## src/rtl/cpu_types_pkg.sv

```systemverilog
// cpu_types_pkg: bus word and RAM handshake types shared by the caches,
// plus the coherence controller state and arbitration class encodings.
package cpu_types_pkg;
    typedef logic [31:0] word_t;
    typedef enum logic [1:0] {FREE, BUSY, ACCESS, ERROR} ramstate_t;
    typedef enum logic [2:0] {IDLE, WB, SNOOP, SRESP, C2C, RAMLD, IFETCH} cc_state_t;
    localparam logic [1:0] CLS_NONE = 2'd0;
    localparam logic [1:0] CLS_WB   = 2'd1;
    localparam logic [1:0] CLS_CC   = 2'd2;
    localparam logic [1:0] CLS_IF   = 2'd3;
endpackage

```

## src/rtl/cc_rr_arbiter.sv

```systemverilog
// cc_rr_arbiter: two-CPU arbiter with writeback > coherent > ifetch classes,
// round-robin between CPUs inside the winning class.
module cc_rr_arbiter
    import cpu_types_pkg::*;
(
    input  logic       clk_i,
    input  logic       rst_ni,
    input  logic [1:0] wb_i,
    input  logic [1:0] cc_i,
    input  logic [1:0] fetch_i,
    input  logic       done_i,
    input  logic       done_cpu_i,
    output logic       gnt_o,
    output logic [1:0] cls_o
);
    logic       rr_last_q, rr_last_d;
    logic [1:0] req;

    always_ff @(posedge clk_i or negedge rst_ni)
        if (!rst_ni) rr_last_q <= 1'b1;
        else         rr_last_q <= rr_last_d;

    always_comb begin
        rr_last_d = done_i ? done_cpu_i : rr_last_q;
        cls_o     = |wb_i ? CLS_WB : |cc_i ? CLS_CC : |fetch_i ? CLS_IF : CLS_NONE;
        req       = |wb_i ? wb_i : |cc_i ? cc_i : fetch_i;
        // a lone requester is its own index; a tie goes to the CPU not served last
        gnt_o     = &req ? ~rr_last_q : req[1];
    end
endmodule

```

## src/rtl/coherence_control.sv

```systemverilog
// coherence_control: arbitrates icache/dcache traffic of two CPUs onto one RAM
// port and runs MSI snooping with invalidation and cache-to-cache transfers.
module coherence_control
    import cpu_types_pkg::*;
#(
    parameter int CPUS = 2
) (
    input  logic                  CLK,
    input  logic                  nRST,
    input  logic [CPUS-1:0]       iREN,
    input  logic [CPUS-1:0]       dREN,
    input  logic [CPUS-1:0]       dWEN,
    input  word_t [CPUS-1:0]      iaddr,
    input  word_t [CPUS-1:0]      daddr,
    input  word_t [CPUS-1:0]      dstore,
    input  logic [CPUS-1:0]       ccwrite,
    input  logic [CPUS-1:0]       cctrans,
    input  word_t                 ramload,
    input  ramstate_t             ramstate,
    output logic [CPUS-1:0]       iwait,
    output logic [CPUS-1:0]       dwait,
    output word_t [CPUS-1:0]      iload,
    output word_t [CPUS-1:0]      dload,
    output logic [CPUS-1:0]       ccwait,
    output logic [CPUS-1:0]       ccinv,
    output word_t [CPUS-1:0]      ccsnoopaddr,
    output word_t                 ramstore,
    output word_t                 ramaddr,
    output logic                  ramWEN,
    output logic                  ramREN
);
    cc_state_t  state_q, state_d;
    logic       gnt_q, gnt_d, chk_q, chk_d;
    logic       arb_gnt, done, g, o, acc;
    logic [1:0] cls;

    assign g   = gnt_q;
    assign o   = ~gnt_q;
    assign acc = (ramstate == ACCESS);

    cc_rr_arbiter u_arb (
        .clk_i      (CLK),
        .rst_ni     (nRST),
        .wb_i       (dWEN & ~cctrans),
        .cc_i       (cctrans),
        .fetch_i    (iREN),
        .done_i     (done),
        .done_cpu_i (g),
        .gnt_o      (arb_gnt),
        .cls_o      (cls)
    );

    // chk_q marks the cycle after a completed word, where the requester
    // decides whether the block continues with a second word
    always_ff @(posedge CLK or negedge nRST)
        if (!nRST) begin
            state_q <= IDLE;
            gnt_q   <= 1'b0;
            chk_q   <= 1'b0;
        end else begin
            state_q <= state_d;
            gnt_q   <= gnt_d;
            chk_q   <= chk_d;
        end

    always_comb begin
        state_d     = state_q;
        gnt_d       = gnt_q;
        chk_d       = 1'b0;
        done        = 1'b0;
        iwait       = '1;
        dwait       = '1;
        iload       = '0;
        dload       = '0;
        ccwait      = '0;
        ccinv       = '0;
        ccsnoopaddr = '0;
        ramstore    = '0;
        ramaddr     = '0;
        ramWEN      = 1'b0;
        ramREN      = 1'b0;
        case (state_q)
            IDLE: if (cls != CLS_NONE) begin
                gnt_d   = arb_gnt;
                state_d = cls == CLS_WB ? WB : cls == CLS_CC ? SNOOP : IFETCH;
            end
            WB: if (chk_q && !dWEN[g]) state_d = IDLE;
            else begin
                ramWEN   = 1'b1;
                ramaddr  = daddr[g];
                ramstore = dstore[g];
                if (acc) begin
                    dwait[g] = 1'b0;
                    done     = 1'b1;
                    chk_d    = 1'b1;
                end
            end
            SNOOP: if (chk_q && !(dREN[g] && cctrans[g])) state_d = IDLE;
            else begin
                ccwait[o]      = 1'b1;
                ccsnoopaddr[o] = daddr[g];
                ccinv[o]       = ccwrite[g];
                if (ccwrite[g] && !dREN[g] && !dWEN[g]) begin
                    dwait[g] = 1'b0;
                    done     = 1'b1;
                    state_d  = IDLE;
                end else state_d = SRESP;
            end
            SRESP: begin
                ccwait[o]      = 1'b1;
                ccsnoopaddr[o] = daddr[g];
                state_d        = dWEN[o] ? C2C : RAMLD;
            end
            C2C: begin
                ccwait[o]      = 1'b1;
                ccsnoopaddr[o] = daddr[g];
                ramWEN         = 1'b1;
                ramaddr        = daddr[o];
                ramstore       = dstore[o];
                dload[g]       = dstore[o];
                if (acc) begin
                    dwait[o] = 1'b0;
                    dwait[g] = 1'b0;
                    done     = 1'b1;
                    chk_d    = 1'b1;
                    state_d  = SNOOP;
                end
            end
            RAMLD: begin
                ccwait[o]      = 1'b1;
                ccsnoopaddr[o] = daddr[g];
                ramREN         = 1'b1;
                ramaddr        = daddr[g];
                if (acc) begin
                    dload[g] = ramload;
                    dwait[g] = 1'b0;
                    done     = 1'b1;
                    chk_d    = 1'b1;
                    state_d  = SNOOP;
                end
            end
            IFETCH: begin
                ramREN  = 1'b1;
                ramaddr = iaddr[g];
                if (acc) begin
                    iload[g] = ramload;
                    iwait[g] = 1'b0;
                    done     = 1'b1;
                    state_d  = IDLE;
                end
            end
            default: state_d = IDLE;
        endcase
    end
endmodule

```

## config.mk

```make
export PLATFORM = sky130hd
export DESIGN_NAME = coherence_control
export DESIGN_NICKNAME = d
export VERILOG_FILES = /design/src/rtl/cpu_types_pkg.sv /design/src/rtl/cc_rr_arbiter.sv /design/src/rtl/coherence_control.sv
export SDC_FILE = /design/constraint.sdc
export NUM_CORES = 1
export LEC_CHECK = 0
export ABC_AREA = 1
export CAP_MARGIN = 15
export CELL_PAD_IN_SITES_DETAIL_PLACEMENT = 1
export CELL_PAD_IN_SITES_GLOBAL_PLACEMENT = 2
export CORE_UTILIZATION = 10
export CTS_CLUSTER_DIAMETER = 30
export DETAILED_ROUTE_END_ITERATION = 7
export PLACE_DENSITY = 0.8
export SYNTH_ARGS = -nofsm -noshare
export SYNTH_HDL_FRONTEND = slang
export SYNTH_HIERARCHICAL = 1
export SYNTH_SLANG_ARGS = --single-unit
```

## constraint.sdc

```tcl
create_clock -name CLK -period 1.75 [get_ports CLK]
set_input_delay 0.35 -clock CLK [delete_from_list [all_inputs] [get_ports CLK]]
set_output_delay 0.35 -clock CLK [all_outputs]
set_load 0.005 [all_outputs]
```

==> metrics.cfg, run 1 <==
[critical_path]
cp-endpoint = iload[31]
cp.required_ns = 1.40
cp-startpoint = g$_DFFE_PN0P_
critPathMaxFanout = 8
critPathKind = reg2out
crit_arrival_ns = 2.08
start_kind = flop
timing.rr.end = u_arb/rr_last_q$_DFFE_PN1P_
endpoint_kind = output port
worstReg2RegStart = g$_DFFE_PN0P_
reg2reg_slack_ns = -0.32
reg2regPathDepth = 14

[logic_synthesis]
synth_cell_types = 26
syn_nets = 1243
synthSimpleGateAreaFrac_pct = 47.0
ys_ff_latch = 6
synthMuxAreaShare_pct = 0
syn_inst = 1003
synth_fa_ha_area_share_pct = 0.542
synth_top_family_by_area = simple AND/OR/NAND/NOR gates
synth_area_um2 = 4620
yosysWarningCount = 6
synthXorXnorAreaFrac_pct = 0
syn_area_per_cell_um2 = 4.60
synth_compound_area_share_pct = 30.4
ys_seq_area_share_pct = 3.28

[routing]
num_vias = 10500
dr.pass1.iters = 6
wl_per_cell_um = 22.8
viasPerCell = 4.38
ant_nets = 0
drc = 0
totalWireLength_mm = 54.8
drt_iter0_markers = 348

[timing]
final_max_slew_viol_count = 0
clock_skew_ns = 0.00492
finalHoldViolations = 0
timing.setup.tns_ns = -141.90
setup_viol = 270
worst_pin_slew_ns = 0.397
max_slew_margin_pct = 73.5
timing.final.ws_setup_ns = -0.677
period_needed_ns = 2.43
max_freq_ghz = 0.412
grt_setup_unrepaired = yes
period_share_pct = 139

[floorplan]
core_area_um2 = 45500
row_count = 78
initial_utilization_pct = 10.2
ios = 504
fp.dieW_um = 217
die-area_um2 = 47000
fp.dieH_um = 217

[final_layout]
final_cell_mix = 231 x clkdlybuf4s50_1, 208 x nand2_1, 193 x buf_2, 187 x buf_4, 121 x inv_1
design_area_um2 = 15700
final_common_cell = clkdlybuf4s50_1
drive_above_1_share_pct = 53.7
syn_to_final_growth_pct = 240
nNetsFinal = 2043

[power]
ir_drop_mv = 0.645
cellPowerDensity_nw_per_um2 = 1220
power.leakage_uw = 0.00779
power.total_uw = 19200

[global_routing]
overflow = 0
grt_pass1_vias = 11000
grt_max_degree = 23
grt_pass1_wl_mm = 73.0
grt_usage_pct = 20.8
antenna_found_initial = 3

[clocking]
clock_latency_ns = 0.23
path_clk_slew_ns = 0.04
clk_root_buffer_cell = clkbuf_16
cts_sinks = 6
htreeDepth = 1
cts_buffers = 3
cts_buffer_depth = 2
cts-hold-fix-buffers = 0
cts_tree = built

[outcome]
status = finished with violations
violations = setup timing

[placed_design]
place_congestion = 0.912
placed_cell_area_um2 = 11800
hpwl_mm = 35.7
io_buffers = 503

[worst_hold_path]
min_path_type = in2async

[run]
cap_violations = 0

-- what timing repair did --
action | 4_1_cts | 5_1_grt
setup endpoints to repair | 271 | 271
gates cloned | 26 | 4
setup buffers | 85 | 83
gates resized for setup | 1039 | 726
pin swaps | 27 | 56
-- cell families (layout without fill, tap and decap cells) --
kind of cell / count (synthesis) / count (layout)
buffers and inverters: 218 / 1017
adder cells (fa/ha/maj): 2 / 2
flip-flops: 6 / 6
other: 0 / 3
AND/OR/NAND/NOR: 547 / 547
AO/OA/AOI/OAI: 230 / 230
-- layer usage --
layer  up-vias  wire length, um  track usage (%)
met1      5131            20700             23.2
met2       437            28700             39.4
met5         -                0                0
met3        90             3090             3.47
li1       4867                -                -
met4         0             2350             7.07
-- flip-flops by register name, indices dropped and copies added (netlist names) --
register         cells
u_arb/rr_last_q      1
state_q              3
g                    1
chk_q                1
-- per-stage QoR --
step           hold slack, ns  cells  utilization [%]  worst slack (ns)
5_1_grt                 0.426   2405             34.5            -0.728
6_report                0.412   2405             34.5            -0.677
2_1_floorplan          0.0544   1003                -          0.000227
3_3_place_gp            0.515   2222             26.0             -1.11
3_5_place_dp            0.524   2222             26.0             -1.12
4_1_cts                 0.406   2333             30.5            -0.650
-- worst min path at each step --
stage	from	to	slack [ns]
3_5_place_dp	u_arb/rr_last_q$_DFFE_PN1P_	u_arb/rr_last_q$_DFFE_PN1P_	0.52
5_1_grt	nRST	state_q[0]$_DFFE_PN0P_	0.43
2_1_floorplan	nRST	chk_q$_DFF_PN0_	0.05
4_1_cts	nRST	state_q[1]$_DFFE_PN0P_	0.41
6_report	nRST	state_q[0]$_DFFE_PN0P_	0.41
3_3_place_gp	u_arb/rr_last_q$_DFFE_PN1P_	u_arb/rr_last_q$_DFFE_PN1P_	0.51
-- Yosys cell counts --
cell type | instances | area share [%]
a21oi_1 | 53 | 5.7
a31oi_1 | 1 | 0.14
buf_1 | 10 | 0.81
buf_2 | 21 | 2.3
buf_4 | 4 | 0.65
buf_6 | 1 | 0.24
clkbuf_1 | 40 | 3.3
dfrtp_1 | 5 | 2.7
dfstp_2 | 1 | 0.57
ha_1 | 2 | 0.54
inv_1 | 134 | 11
inv_2 | 8 | 0.65
nand2_1 | 305 | 25
nand2_2 | 1 | 0.14
nand3_1 | 55 | 6.0
nand4_1 | 9 | 1.2
nor2_1 | 171 | 14
nor2_2 | 1 | 0.14
nor3_1 | 1 | 0.11
nor3_2 | 2 | 0.43
o211ai_1 | 34 | 5.5
o21ai_0 | 72 | 7.8
o21ai_1 | 12 | 1.3
o221ai_1 | 18 | 3.4
o31ai_1 | 40 | 6.5
or2_2 | 2 | 0.27
-- layout make-up --
type | instances | area [um^2]
fillers | 5507 | 29800
flip-flops and latches | 6 | 159
clock buffers | 4 | 78.8
diodes | 3 | 7.51
inverters | 142 | 598
well taps | 600 | 751
repair buffers | 871 | 8410
multi-input cells | 779 | 5700
-- power by group --
part | internal [uW] | switching, uW | total (uW)
Clock | 304 | 93.4 | 397
Sequential | 224 | 146 | 370
Combinational | 9100 | 9320 | 18400
Total | 9630 | 9560 | 19200
-- critical path, stage by stage (launching register included) --
cell,delay (ns)
dfrtp_4,0.53
buf_4,0.17
buf_8,0.13
nor2_4,0.14
buf_4,0.14
buf_6,0.11
nand2_8,0.10
buf_16,0.18
buf_6,0.12
nor2_2,0.08
buf_2,0.12
No activity file was read; power rests on OpenSTA's default activity.
==> run 2: changes to the inputs <==
--- a/config.mk
+++ b/config.mk
@@ -5,11 +5,10 @@
 export SDC_FILE = /design/constraint.sdc
 export NUM_CORES = 1
 export LEC_CHECK = 0
-export ABC_AREA = 1
 export CAP_MARGIN = 15
 export CELL_PAD_IN_SITES_DETAIL_PLACEMENT = 1
 export CELL_PAD_IN_SITES_GLOBAL_PLACEMENT = 2
-export CORE_UTILIZATION = 10
+export CORE_UTILIZATION = 11
 export CTS_CLUSTER_DIAMETER = 30
 export DETAILED_ROUTE_END_ITERATION = 7
 export PLACE_DENSITY = 0.8
==> metrics.cfg, run 2 <==
[logic_synthesis]
syn_area_per_cell_um2 = 6.84
synth_area_leaders = a22oi_1 16%, a22o_1 13%, and3_1 9.7%
yosys_most_used_dff = dfrtp_1
syn_inst = 631
ys_ff_latch = 6
synthArstFlopShare_pct = 100
synth_cell_types = 53
ys_seq_area_share_pct = 3.51
ys_top_cells_by_count = 90 x a22oi_1, 67 x and3_1, 66 x a22o_1, 43 x nor2_1, 41 x nand2_1
synth_area_um2 = 4320
yosysTopAreaCellShare_pct = 15.7
yosys.cell_count.top_type = a22oi_1
synth_edf_count = 0
syn_nets = 871
yosysWarningCount = 6
synth_area_leader_cell = a22oi_1

[power]
power.total_uw = 19000
power.leakage_uw = 0.00623
cellPowerDensity_nw_per_um2 = 1360
ir_drop_mv = 0.621

[clocking]
cts_tree = built
path_clk_slew_ns = 0.04
htreeDepth = 1
cts_sinks = 6
cts_buffer_depth = 2
cts-hold-fix-buffers = 0
clock_latency_ns = 0.24
cts_buffers = 3
clk_root_buffer_cell = clkbuf_16

[final_layout]
final_core_util_pct = 36.0
syn_to_final_growth_pct = 222
drive_above_1_share_pct = 59.3
final_common_cell = clkdlybuf4s50_1
final_cell_mix = 228 x clkdlybuf4s50_1, 172 x buf_2, 152 x buf_6, 109 x buf_4, 67 x a22oi_2
nNetsFinal = 1595
largest_reg_flops = 3
largest_register = state_q

[placed_design]
io_buffers = 503
place_congestion = 0.825
hpwl_mm = 30.8

[timing]
finalHoldViolations = 0
grt_setup_unrepaired = yes
timing.final.ws_setup_ns = -0.866
period_share_pct = 149
worst_pin_slew_ns = 0.567
clock_skew_ns = 0.00539
period_needed_ns = 2.62
setup_viol = 267
final_max_slew_viol_count = 0
max_freq_ghz = 0.382
max_slew_margin_pct = 62.2

[outcome]
status = finished with violations
violations = setup timing

[critical_path]
endpoint_kind = output port
crit_arrival_ns = 2.27
crit_top_cell = buf_6
start_kind = flop
cp_cell_sequence = nand3b_1 -> a41oi_4 -> a21oi_4 -> buf_4 -> buf_6 -> buf_6 -> buf_6 -> nor3b_2 -> buf_2
worstReg2RegStart = g$_DFFE_PN0P_
timing.rr.end = u_arb/rr_last_q$_DFFE_PN1P_
critPathKind = reg2out
max_stage_delay_ns = 0.53
cp.required_ns = 1.40
critPathMaxFanout = 6
reg2regPathDepth = 8
reg2reg_slack_ns = -0.18
slowest_stage = dfrtp_4

[floorplan]
row_count = 72
die-area_um2 = 40000
core_area_um2 = 38600
fp.dieW_um = 200
fp.dieH_um = 200
ios = 504
initial_utilization_pct = 11.2

[routing]
totalWireLength_mm = 48.2
ant_nets = 0
viasPerCell = 4.79
drt_iter0_markers = 303
drc = 0
wl_per_cell_um = 25.7
num_vias = 8972
dr.pass1.iters = 4

[global_routing]
overflow = 0
antenna_found_initial = 4
grt_pass1_wl_mm = 60.9
grt_max_degree = 63
grt_usage_pct = 20.8
grt_pass1_vias = 9066

[run]
cap_violations = 0

[worst_hold_path]
min_path_type = in2async

run 2: cell types whose count changed after synthesis, sizes merged, moves of 39 or more:
cell,delta
a22o,+66
a22oi,+90
and3,+67
inv,-137
nand2,-264
nand3,-51
nor2,-128
o21ai,-83
o31ai,-39
run 2: worst max-delay path by stage:
stage                              from  slack [ns]               to
after detailed placement        dWEN[1]       -1.20     ramstore[28]
after global routing      g$_DFFE_PN0P_       -0.94  ccsnoopaddr[33]
after CTS                 g$_DFFE_PN0P_       -1.02  ccsnoopaddr[49]
after floorplan           g$_DFFE_PN0P_       -0.03      ramstore[1]
after global placement          dWEN[1]       -1.19      ramaddr[23]
final                     g$_DFFE_PN0P_       -0.87  ccsnoopaddr[33]
run 2: layer usage:
layer  routed length (um)  up-vias  track usage, %  part of all wire, %
met5                   14        -               0                0.029
met1                18100     4438            23.3                   38
met3                 3590       86            3.70                  7.4
met2                24400      451            38.6                   51
met4                 2160        2            8.37                  4.5
li1                     -     3995               -                    -
run 2: what timing repair did:
| action | 4_1_cts | 5_1_grt |
|---|---|---|
| endpoints found under the setup margin | 271 | 271 |
| pin swaps | 63 | 154 |
| buffers inserted | 96 | 85 |
| gates resized for setup | 807 | 699 |
| gates cloned | 23 | 11 |
run 2: kinds of logic after synthesis:
group                    count (synthesis)  synth area share [%]
flip-flops                               6                  3.51
adder cells (fa/ha/maj)                  2                 0.580
multiplexers                            36                  8.49
AO/OA/AOI/OAI                          276                  49.1
AND/OR/NAND/NOR                        220                  28.5
buffers and inverters                   91                  9.83
run 2: cell type report:
| cell class | instances | area (um^2) |
|---|---|---|
| diodes | 2 | 5.00 |
| multi-input cells | 535 | 5110 |
| fillers | 4444 | 24800 |
| flip-flops and latches | 6 | 158 |
| repair buffers | 804 | 7880 |
| clock buffers | 4 | 78.8 |
| inverters | 5 | 18.8 |
| well taps | 518 | 648 |
run 2: metrics by stage:
stage,hold slack [ns],instances,setup slack [ns],setup TNS (ns),area (um^2)
final,0.362,1874,-0.866,-169.28,13900
after global placement,0.612,1689,-1.19,-226.82,10800
after global routing,0.388,1874,-0.938,-187.75,13900
after CTS,0.375,1811,-1.02,-197.32,12600
after detailed placement,0.621,1689,-1.20,-235.37,10800
after floorplan,0.0544,631,-0.0266,-1.21,4400
run 2: power breakdown:
group / leakage, uW / total, uW / switching (uW) / internal (uW)
combinational: 0.00612 / 18200 / 8600 / 9590
sequential: 0.0000690 / 367 / 140 / 227
clock: 0.0000382 / 396 / 92.2 / 304
run 2: worst max-delay path, delay by kind of cell (launching register included):
family	cells	cell delay, ns
flops	1	0.53
compound gates	2	0.42
simple gates	2	0.43
buf+inv	5	0.66
